<file path="config.mk">
export PLATFORM = sky130hd
export DESIGN_NAME = conv3x3_row_engine
export DESIGN_NICKNAME = d
export VERILOG_FILES = /design/src/rtl/conv3x3_row_engine.sv
export SDC_FILE = /design/constraint.sdc
export NUM_CORES = 2
export LEC_CHECK = 0
export CORE_ASPECT_RATIO = 0.7
export CORE_MARGIN = 1
export CORE_UTILIZATION = 40
export DETAILED_ROUTE_END_ITERATION = 16
export GPL_TIMING_DRIVEN = 0
export PLACE_DENSITY = 0.6
export SLEW_MARGIN = 20
export SYNTH_ARGS = -nofsm -noshare
export SYNTH_HDL_FRONTEND = slang
export SYNTH_SLANG_ARGS = --single-unit
export TNS_END_PERCENT = 30
</file>
<file path="constraint.sdc">
create_clock -name clk -period 22.5 [get_ports clk]
set_input_delay 3.375 -clock clk [delete_from_list [all_inputs] [get_ports clk]]
set_output_delay 3.375 -clock clk [all_outputs]
set_load 0.02 [all_outputs]
</file>
<file path="src/rtl/conv3x3_row_engine.sv">
// Streaming 3x3 convolution over one output row: 3-column sliding window, run-time stride,
// programmable signed kernel. Optional ReLU clamp on the result when CONV_RELU_EN is defined.
module conv3x3_row_engine #(
  parameter int unsigned BIT_DEPTH = 8,
  parameter int unsigned IMG_WIDTH = 28,
  parameter int unsigned ACC_WIDTH = 2 * BIT_DEPTH + 5
) (
  input  logic                 clk,
  input  logic                 rst,
  input  logic                 start,
  input  logic [1:0]           stride,
  input  logic                 in_valid,
  output logic                 in_ready,
  input  logic [BIT_DEPTH-1:0] in_l1,
  input  logic [BIT_DEPTH-1:0] in_l2,
  input  logic [BIT_DEPTH-1:0] in_l3,
  input  logic                 w_load,
  input  logic [3:0]           w_idx,
  input  logic [BIT_DEPTH-1:0] w_data,
  output logic [ACC_WIDTH-1:0] out_data,
  output logic                 out_valid,
  output logic                 busy,
  output logic                 done
);

  localparam int unsigned CntW = (IMG_WIDTH > 2) ? $clog2(IMG_WIDTH) : 2;
  localparam logic [CntW-1:0] LastCol = CntW'(IMG_WIDTH - 1);
  localparam logic [CntW-1:0] FillCol = CntW'(2);
  localparam int unsigned ExtW = ACC_WIDTH - BIT_DEPTH;

  typedef enum logic [1:0] {StIdle, StFill, StRun, StDone} state_e;

  state_e               state_q, state_d;
  logic [CntW-1:0]      col_cnt_q, col_cnt_d;
  logic [1:0]           stride_q, stride_d;
  logic [1:0]           phase_q, phase_d;
  logic [BIT_DEPTH-1:0] win_q [3][3];  // [row][col], col 0 is the oldest column
  logic [BIT_DEPTH-1:0] win_d [3][3];
  logic [BIT_DEPTH-1:0] wgt_q [9];
  logic [BIT_DEPTH-1:0] wgt_d [9];
  logic [ACC_WIDTH-1:0] out_data_q, out_data_d;
  logic                 out_valid_q, out_valid_d;
  logic                 done_q, done_d;

  logic                        accept;
  logic                        emit;
  logic [1:0]                  phase_cur;
  logic [BIT_DEPTH-1:0]        col_new [3];
  logic [BIT_DEPTH-1:0]        tap [9];
  logic signed [ACC_WIDTH-1:0] prod [9];
  logic signed [ACC_WIDTH-1:0] sum;
  logic signed [ACC_WIDTH-1:0] result;

  assign in_ready = (state_q == StFill) || (state_q == StRun);
  assign accept   = in_valid && in_ready;

  assign col_new[0] = in_l1;
  assign col_new[1] = in_l2;
  assign col_new[2] = in_l3;

  // The window position at column 2 always emits; the phase then steps modulo stride.
  assign phase_cur = (col_cnt_q == FillCol) ? 2'd0 : phase_q;
  assign emit      = accept && (col_cnt_q >= FillCol) && (phase_cur == 2'd0);

  // Taps see the window as it will be after the shift, i.e. including the new column.
  always_comb begin
    for (int r = 0; r < 3; r++) begin
      tap[r*3]     = win_q[r][1];
      tap[r*3 + 1] = win_q[r][2];
      tap[r*3 + 2] = col_new[r];
    end
  end

  always_comb begin
    sum = '0;
    for (int i = 0; i < 9; i++) begin
      prod[i] = $signed({{ExtW{1'b0}}, tap[i]}) *
                $signed({{ExtW{wgt_q[i][BIT_DEPTH-1]}}, wgt_q[i]});
      sum = sum + prod[i];
    end
  end

  always_comb begin
`ifdef CONV_RELU_EN
    result = sum[ACC_WIDTH-1] ? '0 : sum;
`else
    result = sum;
`endif
  end

  always_comb begin
    state_d     = state_q;
    col_cnt_d   = col_cnt_q;
    stride_d    = stride_q;
    phase_d     = phase_q;
    win_d       = win_q;
    wgt_d       = wgt_q;
    out_data_d  = out_data_q;
    out_valid_d = 1'b0;
    done_d      = 1'b0;

    if ((state_q == StIdle) && w_load && (w_idx < 4'd9)) begin
      wgt_d[w_idx] = w_data;
    end

    case (state_q)
      StIdle: begin
        if (start) begin
          state_d   = StFill;
          col_cnt_d = '0;
          phase_d   = 2'd0;
          stride_d  = (stride == 2'd0) ? 2'd1 : stride;
        end
      end
      StFill, StRun: begin
        if (accept) begin
          for (int r = 0; r < 3; r++) begin
            win_d[r][0] = win_q[r][1];
            win_d[r][1] = win_q[r][2];
            win_d[r][2] = col_new[r];
          end
          if (col_cnt_q >= FillCol) begin
            phase_d = (phase_cur == stride_q - 2'd1) ? 2'd0 : phase_cur + 2'd1;
          end
          if (emit) begin
            out_valid_d = 1'b1;
            out_data_d  = result;
          end
          if (col_cnt_q == LastCol) begin
            state_d = StDone;
            done_d  = 1'b1;
          end else begin
            col_cnt_d = col_cnt_q + CntW'(1);
            if (col_cnt_q == FillCol) begin
              state_d = StRun;
            end
          end
        end
      end
      StDone:  state_d = StIdle;
      default: state_d = StIdle;
    endcase
  end

  always_ff @(posedge clk or posedge rst) begin
    if (rst) begin
      state_q     <= StIdle;
      col_cnt_q   <= '0;
      stride_q    <= 2'd1;
      phase_q     <= 2'd0;
      out_data_q  <= '0;
      out_valid_q <= 1'b0;
      done_q      <= 1'b0;
      for (int r = 0; r < 3; r++) begin
        for (int c = 0; c < 3; c++) begin
          win_q[r][c] <= '0;
        end
      end
      for (int i = 0; i < 9; i++) begin
        wgt_q[i] <= '0;
      end
    end else begin
      state_q     <= state_d;
      col_cnt_q   <= col_cnt_d;
      stride_q    <= stride_d;
      phase_q     <= phase_d;
      out_data_q  <= out_data_d;
      out_valid_q <= out_valid_d;
      done_q      <= done_d;
      win_q       <= win_d;
      wgt_q       <= wgt_d;
    end
  end

  assign out_data  = out_data_q;
  assign out_valid = out_valid_q;
  assign done      = done_q;
  assign busy      = (state_q != StIdle);

endmodule

</file>
Yosys cells after proc, flatten, opt, wreduce, memory -nomap -nowiden. Index checks and enable logic that the tools add are counted.

Add/sub/neg operators: 11. Multipliers: 9. Magnitude comparators: 4. Eq/ne operators: 11. Multiplexer cells: 25. Bitwise logic cells: 1. Reduce and logical (&&, ||, !) cells: 19.

Operators by type and width (count): $mul 9x8->17 (9); $add 21x17->21 (4); $bwmux 72 (1); $demux 8 s4 (1); $add 20x17->21 (1); $add 19x17->20 (1); $mux 2 (10); $add 18x17->19 (1); $add 17x17->18 (1); $mux 5 (3); $pmux 5 s2 (1); $mux 8 (1); $ne 2x2->1 const B (4); $reduce_and 4->1 (2); $logic_and 1x1->1 (6); $logic_not 2->1 (3); $mux 1 (6); $pmux 2 s3 (1); $reduce_and 3->1 (2); $add 5x1->5 const B (1); $eq 5x2->1 const B (1); $eq 5x5->1 const B (1); $ge 5x2->1 const B (1); $ge 5x5->1 const B (1); other kinds (14) (17).

Flip-flop bits (word level): 154. Input bits: 43. Output and inout bits: 25.

Logic depth before layout (Yosys ltp).
Word-level depth: 9. Depth in mapped cells: 28.

Least setup slack after synthesis. No wires, ideal clock.

Path kind: input port to flip-flop. Start point: input port in_l3[5]. End point: register out_data_q[19] (netlist: out_data[19]). Data arrival time: 10264 ps. Required time: 22373 ps. Setup slack: 12109 ps. Cell stages on the path: 25. Path buffers: 1. Path through: clkbuf_1 and2_1 fa_1 inv_1 fa_1 inv_1 fa_1 fa_1 fa_1 inv_1 fa_1 fa_1 inv_1 fa_1 inv_1 fa_1 inv_1 fa_1 ha_1 o21a_1 o211ai_1 a21boi_1 a2111oi_1 or4_1 nand3_1.

Word-level cells in the longest chain between the ends: 2.

Ends and longest elaborated chain: start, declared (line 16) `input logic [BIT_DEPTH-1:0] in_l3,`; $mul 9x8->17 (line 77) `prod[i] = $signed({{ExtW{1'b0}}, tap[i]}) *`; $add 21x17->21 (line 79) `sum = sum + prod[i];`; end signal, assigned (line 167) `out_data_q <= out_data_d;`; end, declared (line 41) `logic [ACC_WIDTH-1:0] out_data_q, out_data_d;`.

No other way between the ends. A chain may end at the register's enable or synchronous reset.

Worst setup path in the final report.
Start point: input port in_l2[0]. End point: register out_data_q[19] (netlist: out_data[19]).

Word-level cells in the longest chain between the ends: 5.

Ends and longest elaborated chain: start, declared (line 15) `input logic [BIT_DEPTH-1:0] in_l2,`; $mul 9x8->17 (line 77); $add 21x17->21 (4 in a row) (line 79).

No other way between the ends.

==> run summary <==
The run finished with clean final reports. The final-report hold violation count came out at 0. The share of the yosys chip area belonging to registers is approximately 14%. The total number of H-tree levels came out at 4. The commonest register cell after synthesis is sky130_fd_sc_hd__dfrtp_1.

The violation count after the first detailed-routing iteration came out at around 1400. Summed over all layers, the routed wires come to between 80 and 90 mm. The tool flagged a number of max-cap violations equal to 0. For the final database, setup skew stands at 0.0171 ns. The congestion estimate from routability-driven global placement came to roughly 0.95. The most common cell in the synthesized netlist is sky130_fd_sc_hd__inv_1. After legalization and detailed placement, the total HPWL measured between 60 and 70 mm. The total of hold buffers inserted after clock tree synthesis is 0. The CTS tree is yes. The proportion of netlist area held by the largest area contributor came out at around two fifths. The post-route clock period utilization is between 50 and 60%.

The maximum clock frequency is 88.4 MHz. The sequential cell area in the final layout came out at a little under 0.004 mm2. The setup TNS came out at 0 ns. The total number of nets in the final design came out at 3727. The die area is around 0.07 mm2. The cell area after layout came out at approximately 0.03 mm2. The slew at the pin closest to its max-slew limit came out at between 1 and 1.5 ns.

The mean cell area of the mapped netlist is about 10 um2. The worst setup path is launched from an input port. The number of gates resized after CTS came out at 0.

The clock slew at the register clock pins of the worst setup and hold paths is ~0.080 ns. The count of pins on the block boundary is roughly 70. In this run the horizontal extent of the chip is roughly 320 um. The final number of max-transition violations came to 0. The critical path data arrival time is 11.71 ns. No sink is reached through more buffers than the 2 on the longest clock path.

The count of clock tree sinks came out at between 150 and 200. In the synthesized netlist, the cells that appear most often are sky130_fd_sc_hd__inv_1 (743), sky130_fd_sc_hd__fa_1 (574), sky130_fd_sc_hd__and2_1 (339). The buffer type at the clock tree root is sky130_fd_sc_hd__clkbuf_16. The number of setup violations in the final report came out at 0. The chip height came out at roughly 220 um. The total cell area at the placement stage came out at slightly below 0.03 mm2. The total congestion overflow is 0. The total number of yosys warnings came out at 0. The detail-routed via count per cell is 4.95. The first global-routing pass estimated 124 mm of wire. The latest clock arrival within the worst-skew pair is 0.53 ns.

The number of setup buffers added after CTS came out at 0. Entering global routing, the biggest net connects 65 pins. The classification of the worst-slack hold path is reg -> reg.

The initial core utilization came out at 40.7%. Fill cells in the final layout number 6706. After floorplanning, the core was divided into 80 placement rows. Headroom to the max-slew limit came out at between 20% and 30%.

The number of register bits inferred by synthesis is 154. By area the synthesized netlist is led by sky130_fd_sc_hd__fa_1 (41%), sky130_fd_sc_hd__dfrtp_1 (14%), sky130_fd_sc_hd__ha_1 (13%), sky130_fd_sc_hd__inv_1 (10%), sky130_fd_sc_hd__and2_1 (7.6%). The share of post-route cells with drive strength above 1 is 6.20%. The first detailed-routing pass ran for 5 iterations. Counting flops with a built-in enable in the synthesized netlist gives 0. The via count of the first global-routing pass is about 20000.

In this run the remaining antenna-violating nets after routing total 0. The total CTS buffers came out at 17. The post-synthesis instance area came out at around 0.028 mm2.

The combined area of the multi-input logic cells is approximately 0.021 mm2. The cell taking the most area after synthesis is sky130_fd_sc_hd__fa_1. The core utilization of the finished layout is approximately 44%. The via total after detailed routing is 18456. Compared with the post-synthesis result, the final layout area differs by 8.62%. The share of synthesized flip-flops with an asynchronous set or reset came out at 100%. At the worst endpoint, the required time is 22.90 ns.

The number of distinct library cells after synthesis is 57. The initial antenna violation count is 6. Port buffering added 63 buffers. The total core area is slightly below 0.07 mm2.

Global routing used between 20% and 30% of the available tracks. The final routed DRC violation total is 0. The post-layout minimum cycle time is 11.31 ns. After detailed routing, the average wire length per cell comes to roughly 22 um. The worst setup path is of the in -> reg kind.

The biggest fanout along the worst timing path came out at 9. The net count of the mapped netlist is around 3600. Across all hold checks on the routed design, the worst slack comes to 0.481 ns. STA classifies the critical path endpoint as a register. The number of standard cells after synthesis is 2726. Setup repair after global routing left no endpoint under its margin.
stage by stage:
step	std cells	setup slack (ns)
after floorplan	2726	12.11
after global placement	3691	10.74
after detailed placement	3694	10.62
after CTS	3726	11.18
after global routing	3728	10.88
final	3728	11.19
flip-flops by register name, indices dropped and copies added, names as in the netlist:
name and count:
wgt_q 72, tap 48, out_data 21, col_cnt_q 5, phase_q 2, state_q 2, stride_q 2, done 1
out_valid 1
critical path: stages:
cell and delay [ns]:
sky130_fd_sc_hd__clkdlybuf4s50_1 0.73, sky130_fd_sc_hd__nor2_1 0.13, sky130_fd_sc_hd__fa_1 0.55, sky130_fd_sc_hd__inv_1 0.06, sky130_fd_sc_hd__fa_1 0.53, sky130_fd_sc_hd__inv_1 0.05
sky130_fd_sc_hd__fa_1 0.47, sky130_fd_sc_hd__inv_1 0.11, sky130_fd_sc_hd__fa_1 0.56, sky130_fd_sc_hd__inv_1 0.06, sky130_fd_sc_hd__fa_1 0.49, sky130_fd_sc_hd__fa_1 0.55
sky130_fd_sc_hd__inv_1 0.05, sky130_fd_sc_hd__fa_1 0.54, sky130_fd_sc_hd__fa_1 0.46, sky130_fd_sc_hd__fa_1 0.51, sky130_fd_sc_hd__inv_1 0.05, sky130_fd_sc_hd__fa_1 0.44
sky130_fd_sc_hd__ha_1 0.36, sky130_fd_sc_hd__a21o_1 0.22, sky130_fd_sc_hd__a21oi_1 0.29, sky130_fd_sc_hd__nand4_1 0.19, sky130_fd_sc_hd__a2111oi_1 0.64, sky130_fd_sc_hd__or4_1 0.20
sky130_fd_sc_hd__nand3_1 0.07
cell usage in the layout (no fill, tap or decap), types with 34 or more instances in the layout:
master	netlist	final
sky130_fd_sc_hd__inv_1	743	742
sky130_fd_sc_hd__and2_1	339	339
sky130_fd_sc_hd__nand2_1	218	218
sky130_fd_sc_hd__nor2b_1	36	36
sky130_fd_sc_hd__mux2_2	120	120
sky130_fd_sc_hd__nor2_1	35	34
sky130_fd_sc_hd__clkbuf_1	37	38
sky130_fd_sc_hd__dfrtp_1	153	153
sky130_fd_sc_hd__clkdlybuf4s50_1	0	59
sky130_fd_sc_hd__ha_1	299	299
sky130_fd_sc_hd__fa_1	574	574
layer usage:
| layer | wire, um | GRT usage (%) |
|---|---|---|
| met1 | 39000 | 37.7 |
| met2 | 32500 | 32.3 |
| met3 | 8040 | 7.91 |
| met4 | 1350 | 6.08 |
| met5 | 120 | 1.24 |
area by class of cell:
type | instances | share of cell area [%]
clock inverter | 14 | 0.463
inverter | 743 | 9.25
clock buffer | 18 | 1.42
multi-input combinational | 1786 | 69.6
antenna | 2 | 0.0165
buffer | 43 | 0.542
tap | 902 | 3.73
timing repair buffer | 66 | 2.25
sequential | 154 | 12.7
worst paths after layout:
kind	startpoint	endpoint	slack [ns]	depth (start not counted)
worst min register to register	out_data[2]	out_data[2]	0.48	2
worst max register to register	tap[13]	out_data[19]	13.81	26
worst max-delay path	in_l2[0]	out_data[19]	11.19	25
worst min-delay path	out_data[2]	out_data[2]	0.48	2
max in group asynchronous	rst	tap[68]	18.30	4
min in group asynchronous	rst	wgt_q[13]	3.21	2
cell families after synthesis:
| kind of cell | Yosys count | synth area share (%) |
|---|---|---|
| adders and majority gates | 873 | 54.7 |
| buffers and inverters | 786 | 10.6 |
| and+or+nand+nor | 692 | 13.4 |
| DFF | 154 | 13.8 |
| muxes | 120 | 4.85 |
| AOI/OAI and AO/OA | 80 | 1.89 |
| xor gates and xnor gates | 21 | 0.687 |
Power is not shown: default switching activity piles up to over one toggle a cycle in this logic, so the estimate is an artifact.
